[config.mk]
export PLATFORM = sky130hd
export DESIGN_NAME = pt_validate
export DESIGN_NICKNAME = d
export VERILOG_FILES = /design/src/rtl/pt_validate.sv
export SDC_FILE = /design/constraint.sdc
export NUM_CORES = 1
export LEC_CHECK = 0
export CELL_PAD_IN_SITES_DETAIL_PLACEMENT = 2
export CELL_PAD_IN_SITES_GLOBAL_PLACEMENT = 2
export CORE_MARGIN = 5
export CORE_UTILIZATION = 36
export CTS_BUF_LIST = sky130_fd_sc_hd__clkbuf_4 sky130_fd_sc_hd__clkbuf_8 sky130_fd_sc_hd__clkbuf_16
export DETAILED_ROUTE_END_ITERATION = 12
export GPL_ROUTABILITY_DRIVEN = 1
export HOLD_SLACK_MARGIN = 0.12
export PLACE_DENSITY_LB_ADDON = 0.1
export SETUP_SLACK_MARGIN = 0.4
export SLEW_MARGIN = 5
export SYNTH_ARGS = -nofsm -noshare
export SYNTH_HDL_FRONTEND = slang
export SYNTH_SLANG_ARGS = --single-unit
[constraint.sdc]
create_clock -name clk -period 3.5 [get_ports clk]
set_input_delay 0.35 -clock clk [delete_from_list [all_inputs] [get_ports clk]]
set_output_delay 0.35 -clock clk [all_outputs]
set_load 0.05 [all_outputs]
[src/rtl/pt_validate.sv]
`default_nettype none
// ============================================================================
// Module   : pt_validate
// Purpose  : Checks that a length-prefixed plaintext in pt RAM is printable.
// Revision : 1.0
// ============================================================================
module pt_validate #(
   parameter logic [7:0] LO_CHAR = 8'h20,
   parameter logic [7:0] HI_CHAR = 8'h7E
) (
   input  logic       clk,
   input  logic       rst_n,
   input  logic       en,
   output logic       rdy,
   output logic [7:0] pt_addr,
   input  logic [7:0] pt_rddata,
   output logic       done,
   output logic       valid
);

   typedef enum logic [2:0] {
      IDLE      = 3'd0,
      RD_LEN    = 3'd1,
      WAIT_LEN  = 3'd2,
      RD_BYTE   = 3'd3,
      WAIT_BYTE = 3'd4,
      DONE      = 3'd5
   } state_t;

   state_t     r_state;
   logic [7:0] r_len;
   logic [7:0] r_idx;
   logic [7:0] r_pt_addr;
   logic       r_rdy;
   logic       r_done;
   logic       r_valid;
   logic       w_in_range;

   assign w_in_range = (pt_rddata >= LO_CHAR) && (pt_rddata <= HI_CHAR);

   assign rdy     = r_rdy;
   assign done    = r_done;
   assign valid   = r_valid;
   assign pt_addr = r_pt_addr;

   always_ff @(posedge clk or negedge rst_n) begin
      if (!rst_n) begin
         r_state   <= IDLE;
         r_len     <= 8'd0;
         r_idx     <= 8'd0;
         r_pt_addr <= 8'd0;
         r_rdy     <= 1'b1;
         r_done    <= 1'b0;
         r_valid   <= 1'b0;
      end else begin
         case (r_state)
            IDLE, DONE: begin
               // done/valid stay held until the next accepted start
               if (en) begin
                  r_state   <= RD_LEN;
                  r_rdy     <= 1'b0;
                  r_done    <= 1'b0;
                  r_valid   <= 1'b0;
                  r_pt_addr <= 8'd0;
                  r_idx     <= 8'd0;
               end
            end
            RD_LEN: begin
               r_state <= WAIT_LEN;
            end
            WAIT_LEN: begin
               r_len <= pt_rddata;
               if (pt_rddata == 8'd0) begin
                  r_state <= DONE;
                  r_done  <= 1'b1;
                  r_rdy   <= 1'b1;
                  r_valid <= 1'b1;
               end else begin
                  r_idx     <= 8'd1;
                  r_pt_addr <= 8'd1;
                  r_state   <= RD_BYTE;
               end
            end
            RD_BYTE: begin
               r_state <= WAIT_BYTE;
            end
            WAIT_BYTE: begin
               // idx==len terminates before idx can wrap past 255
               if (!w_in_range) begin
                  r_state <= DONE;
                  r_done  <= 1'b1;
                  r_rdy   <= 1'b1;
                  r_valid <= 1'b0;
               end else if (r_idx == r_len) begin
                  r_state <= DONE;
                  r_done  <= 1'b1;
                  r_rdy   <= 1'b1;
                  r_valid <= 1'b1;
               end else begin
                  r_idx     <= r_idx + 8'd1;
                  r_pt_addr <= r_idx + 8'd1;
                  r_state   <= RD_BYTE;
               end
            end
            default: begin
               r_state <= IDLE;
               r_rdy   <= 1'b1;
               r_done  <= 1'b0;
               r_valid <= 1'b0;
            end
         endcase
      end
   end

endmodule
`default_nettype wire

After elaboration in Yosys (flattened, before gate mapping)
Index checks and enable logic that the tools add are counted.
{ "totals": {"register_bits": 22, "in_bits": 11, "output_inout_bits": 11, "wordCells": 48} }
{ "classes": {"add_sub_neg": 1, "magnitude_cmp": 2, "eq_ne": 12, "mux": 18, "bitwise_logic": 1, "n_reduce_logical": 8} }
{ "ops": {"columns": ["op", "n"], "rows": [
  ["8-bit two-way mux", 4],
  ["8-bit one-hot mux with 3 select lines", 1],
  ["3-bit one-hot mux with 5 select lines", 1],
  ["3-bit two-way mux", 4],
  ["1-bit one-hot mux with 4 select lines", 3],
  ["2-bit inequality test (second input constant)", 5],
  ["8-bit by 1-bit adder with 8-bit output (second input constant)", 1],
  ["8-bit equality test", 1],
  ["8-bit by 6-bit >= comparator with 1-bit output (second input constant)", 1],
  ["8-bit by 7-bit <= comparator with 1-bit output (second input constant)", 1],
  ["8-bit logical NOT", 1],
  ["3-bit by 2-bit equality test with 1-bit output (second input constant)", 2],
  ["3-bit equality test (second input constant)", 2],
  ["1-bit two-way mux", 5],
  ["5-bit AND reduction", 1],
  ["4-bit AND reduction", 1],
  ["2-bit OR reduction", 2],
  ["3-bit by 1-bit equality test with 1-bit output (second input constant)", 1],
  ["3-bit logical NOT", 1],
  ["3-bit inequality test (second input constant)", 1],
  ["3-bit nonzero test", 1],
  ["1-bit logical AND", 1],
  ["1-bit inverter", 1]
]} }

Depth between registers and ports, before layout
Gate-level depths: netlist (run 1).
{ "depth": {"ltp_word": 4, "ltp_mapped": 6, "ltp_nobuf": 5} }

Least setup slack after synthesis (run 1)
Ideal clock, no wire load.
{ "synth_path": {"path_kind": "register to register", "startpoint": "register pt_addr[6] (netlist name)", "endpoint": "register r_pt_addr[0] (netlist: pt_addr[0])", "setup_time_ns": 0.125, "t_arrival_ns": 1.937, "slack_ns": 1.439, "stages_incl_launch_ff": 6, "path_buffers": 0, "cell_sequence": "dfrtp_1 > xor2_1 > nor4_2 > a21oi_2 > o21bai_2 > mux2_2"} }
{ "synth_lines": {"columns": ["element", "line_no", "text"], "rows": [
  ["to (signal assigned)", "101", "r_pt_addr <= r_idx + 8'd1;"],
  ["to (decl)", "33", "logic [7:0] r_pt_addr;"]
]} }

==> results of run 1 <==
## worst reg2reg max path: stages (launching register included)
cell and delay, ns:
dfrtp_1 0.51, xor2_1 0.21, nor4_2 0.44, a21oi_2 0.30, o21bai_2 0.31, mux2_2 0.36
## metal layers
layer	routed length [um]	vias up	GRT usage
li1	-	483	-
met1	1667	526	0.1966
met2	1629	18	0.2585
met3	132	4	0.04348
met4	63	0	0.07158
met5	0	-	0
## metrics by stage
stage	instances	area (um^2)	setup WS, ns	hold slack [ns]	utilization
floorplan	118	1265	1.439	0.05441	-
global placement	181	1513	1.066	0.4544	0.4498
detailed placement	181	1513	0.9374	0.4672	0.4498
CTS	185	1549	1.276	0.4869	0.4606
global route	185	1549	1.141	0.5255	0.4606
finish	185	1549	1.273	0.4805	0.4606
## power by group
part,total [W],switching (W),internal (W),leakage (nW)
Sequential,0.000436,0.0000894,0.000346,0.278
Combinational,0.000531,0.000295,0.000236,0.398
Clock,0.000152,0.0000883,0.0000638,0.0210
## cell type report
cell class | instances | share of cell area
repair buffers | 22 | 0.1405
multi-input cells | 86 | 0.4305
clock buffers | 4 | 0.02342
well taps | 46 | 0.03716
flip-flops and latches | 22 | 0.3562
inverters | 5 | 0.01212
## cells by family (layout without fill, tap and decap cells)
family / count (synthesis) / in the layout / synth area share
AND/OR/NAND/NOR: 34 / 34 / 0.1612
multiplexers: 10 / 10 / 0.08803
flip-flops: 22 / 22 / 0.4362
AO/OA/AOI/OAI: 32 / 32 / 0.2048
XOR/XNOR: 8 / 8 / 0.05539
buffers and inverters: 10 / 31 / 0.03659
adder cells (fa/ha/maj): 2 / 2 / 0.01780
## path summary, 6_finish.rpt
| check | to | start | slack (ns) | cells after the start |
|---|---|---|---|---|
| max | pt_addr[0]$_DFFE_PN0P_ | pt_addr[4]$_DFFE_PN0P_ | 1.27 | 5 |
| max in group asynchronous | r_len[2]$_DFFE_PN0P_ | rst_n | 2.29 | 1 |
| min reg2reg | rdy$_DFFE_PN1P_ | rdy$_DFFE_PN1P_ | 0.48 | 2 |
| max reg2reg | pt_addr[0]$_DFFE_PN0P_ | pt_addr[4]$_DFFE_PN0P_ | 1.27 | 5 |
| min in group asynchronous | r_state[2]$_DFFE_PN0P_ | rst_n | 0.56 | 1 |
| min | rdy$_DFFE_PN1P_ | rdy$_DFFE_PN1P_ | 0.48 | 2 |
## layout by cell type (no fill, tap or decap), types with 2 or more instances in the layout
cell             instances
a21o_1                   3
a21oi_1                  6
a2bb2oi_1                2
a32o_1                   2
and3_1                   3
and4_1                   2
clkbuf_4                 3
clkdlybuf4s50_1         21
dfrtp_1                 21
inv_1                    5
mux2_2                   9
nand2_1                  6
nand2b_1                 2
nand3_1                  3
nor2_1                   6
nor2b_1                  2
nor4_1                   2
nor4_2                   2
o211a_1                  2
o21ai_0                  3
o31ai_1                  2
xor2_1                   8
## flip-flops by register name, indices dropped and copies added, names as in the netlist
register  cells
done          1
pt_addr       8
r_len         8
r_state       3
rdy           1
valid         1
==> summary.md, run 1 <==
| Metric | Value |
|---|---|
| Run status | `finished clean` |
| Fillers | `roughly 380` |
| Antenna Nets Post-Route | `0` |
| Starting density of the core | `0.3761` |
| Share of the synthesized area in the top cell type | `0.4154` |
| # port buffers | `21` |
| TritonCTS Buffers | `3` |
| Largest stage delay, worst path | `just over 0.5 ns` |
| Vias | `1,031` |
| Max-cap viol count | `0` |
| Endpoints failing setup | `0` |
| Sequential standard cell area | `around 550 um^2` |
| Die height | `a little under 70 um` |
| Crit-path max FO | `13` |
| Cells after synthesis | `roughly 120` |
| VDD IR max | `0.4235 mV` |
| Clock Skews | `roughly 0.014 ns` |
| Drt pass-1 iters | `3` |
| Synth Flop Type | `dfrtp_1` |
| Mapped Area | `1265 um^2` |
| Diode count | `0` |
| Critical path, cell by cell | `xor2_1 -> nor4_2 -> a21oi_2 -> o21bai_2 -> mux2_2` |
| Detailed Route WL | `between 3 and 4 mm` |
| Starting DRT DRC Count | `between 50 and 60` |
| Initial antenna violation count | `0` |
| Post-CTS setup buffer count | `0` |
| Critical-path top delay cell | `dfrtp_1` |
| Clk sinks | `22` |
| CTS max path bufs | `2` |
| Synth warn | `0` |
| Remaining global-route overflow | `0` |
| Endpoint class of the critical path | `flip-flop` |
| Hold WC Path Type | `flip-flop to flip-flop` |
| Crit start category | `flip-flop` |
| Total core area | `between 3000 and 4000 um^2` |
| First-pass GRT wire length | `~5.9 mm` |
| Post-synth EDFFs | `0` |
| GP Congestion | `0.7580` |
| Die area | `between 4000 and 5000 um^2` |
| IO Pins | `22` |
| FMAX | `449.0 MHz` |
| Post-synth ARST share | `1.000` |
| Largest net degree at the start of global routing | `23` |
| Footprint of the multi-input gates | `between 600 and 700 um^2` |
| Root Buffer Master | `clkbuf_4` |
| Gr usage total | `0.1595` |
| Most frequent cell after synthesis | `dfrtp_1` |
| Number of vias per cell | `about 5.6` |
| Post-CTS Resized | `0` |
| Clk_lat worst skew | `between 0.3 and 0.4 ns` |
| Mapped Nets | `130` |
| Worst EP required | `3.72 ns` |
| Post-DP HPWL | `~2.6 mm` |
| Delay-heaviest family, CP | `compound AO/OA/AOI/OAI gates` |
| Area leader, netlist | `dfrtp_1` |
| Post-synthesis cell type count | `45` |
| Cts-stage hold buffer count | `0` |
| TNS Setup | `0 ns` |
| Synthesized flop and latch total | `22` |
| Die W | `around 69 um` |
| CTS tree | `done` |
| CP arrival | `2.45 ns` |
| Synth Area per Inst | `about 11 um^2` |
| Area contributors post-synth | `dfrtp_1 42%, mux2_2 8.0%, xor2_1 5.5%` |
| DRC violations left | `0` |
| Setup CP Type | `flip-flop to flip-flop` |
| Slew headroom | `0.2968` |
| Buffer and inverter count on the worst path | `0` |
| Final hold vios | `0` |
| Area growth, synth to finish | `22.45%` |
| Share of the yosys chip area belonging to registers | `0.4362` |
| Clock transition at the registers of the reported paths | `between 0.1 and 0.15 ns` |
| Share of cells above drive strength 1 | `0.1655` |
| Tot Pwr | `around 0.0011 W` |
| Commonest cells post-synth | `21 x dfrtp_1, 9 x mux2_2, 8 x xor2_1` |
| Vias in the first global route | `1,145` |
| Tcrit/Tclk final | `0.6364` |
| Pwr dens | `between 700 and 800 nW/um^2` |
| Actual slew at the worst max-slew pin | `1.052 ns` |
| RSZ-0062 raised after global routing | `no` |
| Leakage dissipation | `between 0.6 and 0.7 nW` |
| Nets | `152` |
| Row count | `21` |
| Max-slew violations | `0` |
| # H-tree levels | `1` |
| Crit path time final | `2.227 ns` |
| Wirelength per Cell | `around 19 um` |
Power figures use the tool's default switching activity.
==> run 2: changes to the inputs <==
Settings changed: CORE_UTILIZATION 36 to 30.
Clock period 3.5 ns to 2.02 ns, I/O delays scaled along.
==> run 2 against run 1 <==
Against the previous run:
- hold slack worse by 0.19 ns
- non-clock buffer count increased by 26
- via count grew 12%
- clock skew down 0.0087 ns
==> summary.md, run 2 (synthesized netlist as in run 1, its figures left out) <==
| Metric | Value |
|---|---|
| First-pass GRT wire length | `6.948 mm (+18%)` |
| # port buffers | `21 (unchanged)` |
| IO Pins | `22 (unchanged)` |
| Slew headroom | `0.6580 (+0.3612)` |
| Endpoint class of the critical path | `flip-flop` |
| Leakage dissipation | `0.8774 nW (+26%)` |
| Nets | `178 (+17%)` |
| Tcrit/Tclk final | `0.9120 (+0.2756)` |
| Setup WS pre-CTS | `-0.03489 ns (-0.9723 ns)` |
| FMAX | `542.8 MHz (+21%)` |
| Setup CP Type | `flip-flop to flip-flop` |
| Actual slew at the worst max-slew pin | `0.5151 ns (-0.5364 ns)` |
| Max-slew violations | `0 (unchanged)` |
| # H-tree levels | `1 (unchanged)` |
| Post-DP HPWL | `2.919 mm (+12%)` |
| Max-cap viol count | `0 (unchanged)` |
| RSZ-0062 raised after global routing | `yes` |
| Crit-path max FO | `5 (-8)` |
| Clk_lat worst skew | `0.28 ns (-0.05 ns)` |
| Clock transition at the registers of the reported paths | `0.08 ns (-0.06 ns)` |
| Worst reg2reg setup slack | `0.18 ns (-1.09 ns)` |
| Wirelength per Cell | `20.07 um (+6.4%)` |
| Starting DRT DRC Count | `76 (+46%)` |
| Die W | `74.94 um (+8.2%)` |
| Final instance area | `1832 um^2 (+18%)` |
| Detailed Route WL | `4.316 mm (+24%)` |
| Most frequent cells in the layout | `23 x buf_4, 13 x dfrtp_1, 11 x dlygate4sd2_1, 10 x clkdlybuf4s50_1` |
| Share of cells above drive strength 1 | `0.3879 (+0.2224)` |
| Endpoints failing setup | `0 (unchanged)` |
| Vias in the first global route | `1,275 (+11%)` |
| R2R depth | `6 (+1)` |
| TritonCTS Buffers | `3 (unchanged)` |
| Largest net degree at the start of global routing | `23 (unchanged)` |
| Worst EP required | `2.23 ns (-1.49 ns)` |
| Reg-to-reg endpoint | `rdy$_DFFE_PN1P_` |
| Gr usage total | `0.1707 (+0.01118)` |
| Root Buffer Master | `clkbuf_8` |
| GP Congestion | `0.7808 (+3.0%)` |
| Starting density of the core | `0.3117 (-0.06437)` |
| CTS max path bufs | `2 (unchanged)` |
| Antenna Nets Post-Route | `0 (unchanged)` |
| Number of vias per cell | `5.391 (-3.3%)` |
| Worst setup margin | `0.1778 ns (-1.095 ns)` |
| Clock Skews | `0.005436 ns (-0.008704 ns)` |
| DRC violations left | `0 (unchanged)` |
| Commonest non-fill, non-tap cell in the layout | `buf_4` |
| Origin of the critical flop-to-flop path | `pt_addr[7]$_DFFE_PN0P_` |
| Total core area | `4058 um^2 (+21%)` |
| Initial antenna violation count | `0 (unchanged)` |
| Run status | `finished clean` |
| CTS tree | `done` |
| Hold WC Path Type | `input port to async pin` |
| Placed instance area | `1629 um^2 (+7.7%)` |
| Drt pass-1 iters | `4 (+1)` |
| Area growth, synth to finish | `44.81%` |
| VDD IR max | `0.5381 mV (+27%)` |
| Die height | `74.94 um (+8.2%)` |
| Clk sinks | `22 (unchanged)` |
| Remaining global-route overflow | `0 (unchanged)` |
| Diode count | `0 (unchanged)` |
| CP arrival | `2.05 ns (-0.40 ns)` |
| Vias | `1,159 (+12%)` |
| Row count | `23 (+9.5%)` |
| Crit path time final | `1.842 ns (-0.3852 ns)` |
| Pwr dens | `1238 nW/um^2 (+71%)` |
| Die area | `5615 um^2 (+17%)` |
| Cts-stage hold buffer count | `0 (unchanged)` |
| TNS Setup | `0 ns (unchanged)` |
| Final hold vios | `0 (unchanged)` |
| Crit start category | `flip-flop` |
[run 2: critical path, cell delays in order, from the launching register on]
cell and delay (ns):
dfrtp_2 0.44, xor2_1 0.16, nor4_2 0.29, buf_4 0.18
a21oi_4 0.09, a221oi_4 0.38, mux2i_1 0.22
[run 2: what timing repair did]
| action | 4_1_cts | 5_1_grt |
|---|---|---|
| resized for setup | 25 | 0 |
| pin swaps | 11 | 5 |
| setup buffers | 8 | 5 |
| setup endpoints to repair | 23 | 20 |
| cloned | 0 | 0 |
[run 2: cell type report]
class,count,area (um^2)
Timing Repair Buffer,48,414.1
Clock buffer,4,48.80
Tap cell,50,62.56
Inverter,5,18.77
Multi-Input combinational cell,86,725.7
Sequential cell,22,561.8
Fill cell,424,2226
[run 2: routing by layer]
layer | share of wire | routed length, um | global-route usage | vias to the layer above
met2 | 0.50 | 2177 | 0.2834 | 26
met5 | 0 | 0 | 0 | -
met3 | 0.037 | 159 | 0.03471 | 5
li1 | - | - | - | 532
met1 | 0.45 | 1922 | 0.2228 | 596
met4 | 0.013 | 57 | 0.05336 | 0
[run 2: through the flow]
step                      hold slack, ns    util  cells  total power, W
after detailed placement          0.4657  0.4015    198        0.001818
after global placement            0.4536  0.4015    198        0.001773
final                             0.2916  0.4514    215        0.002268
after CTS                         0.2962  0.4422    210        0.002243
after floorplan                 -0.09359       -    118        0.001442
after global routing              0.2978  0.4514    215        0.002426
[run 2: worst max-delay path by stage]
| stage | cells after the start | startpoint | end |
|---|---|---|---|
| after global placement | 7 | pt_rddata[6] | pt_addr[5]$_DFFE_PN0P_ |
| after floorplan | 5 | pt_addr[2]$_DFFE_PN0P_ | pt_addr[0]$_DFFE_PN0P_ |
| final | 6 | pt_addr[7]$_DFFE_PN0P_ | rdy$_DFFE_PN1P_ |
| after detailed placement | 6 | pt_rddata[6] | pt_addr[0]$_DFFE_PN0P_ |
| after global routing | 6 | pt_addr[7]$_DFFE_PN0P_ | rdy$_DFFE_PN1P_ |
| after CTS | 5 | r_len[6]$_DFFE_PN0P_ | rdy$_DFFE_PN1P_ |
[run 2: power by group]
part / internal (W) / switching (W)
Combinational: 0.000560 / 0.000650
Sequential: 0.000603 / 0.000141
Clock: 0.000155 / 0.000159
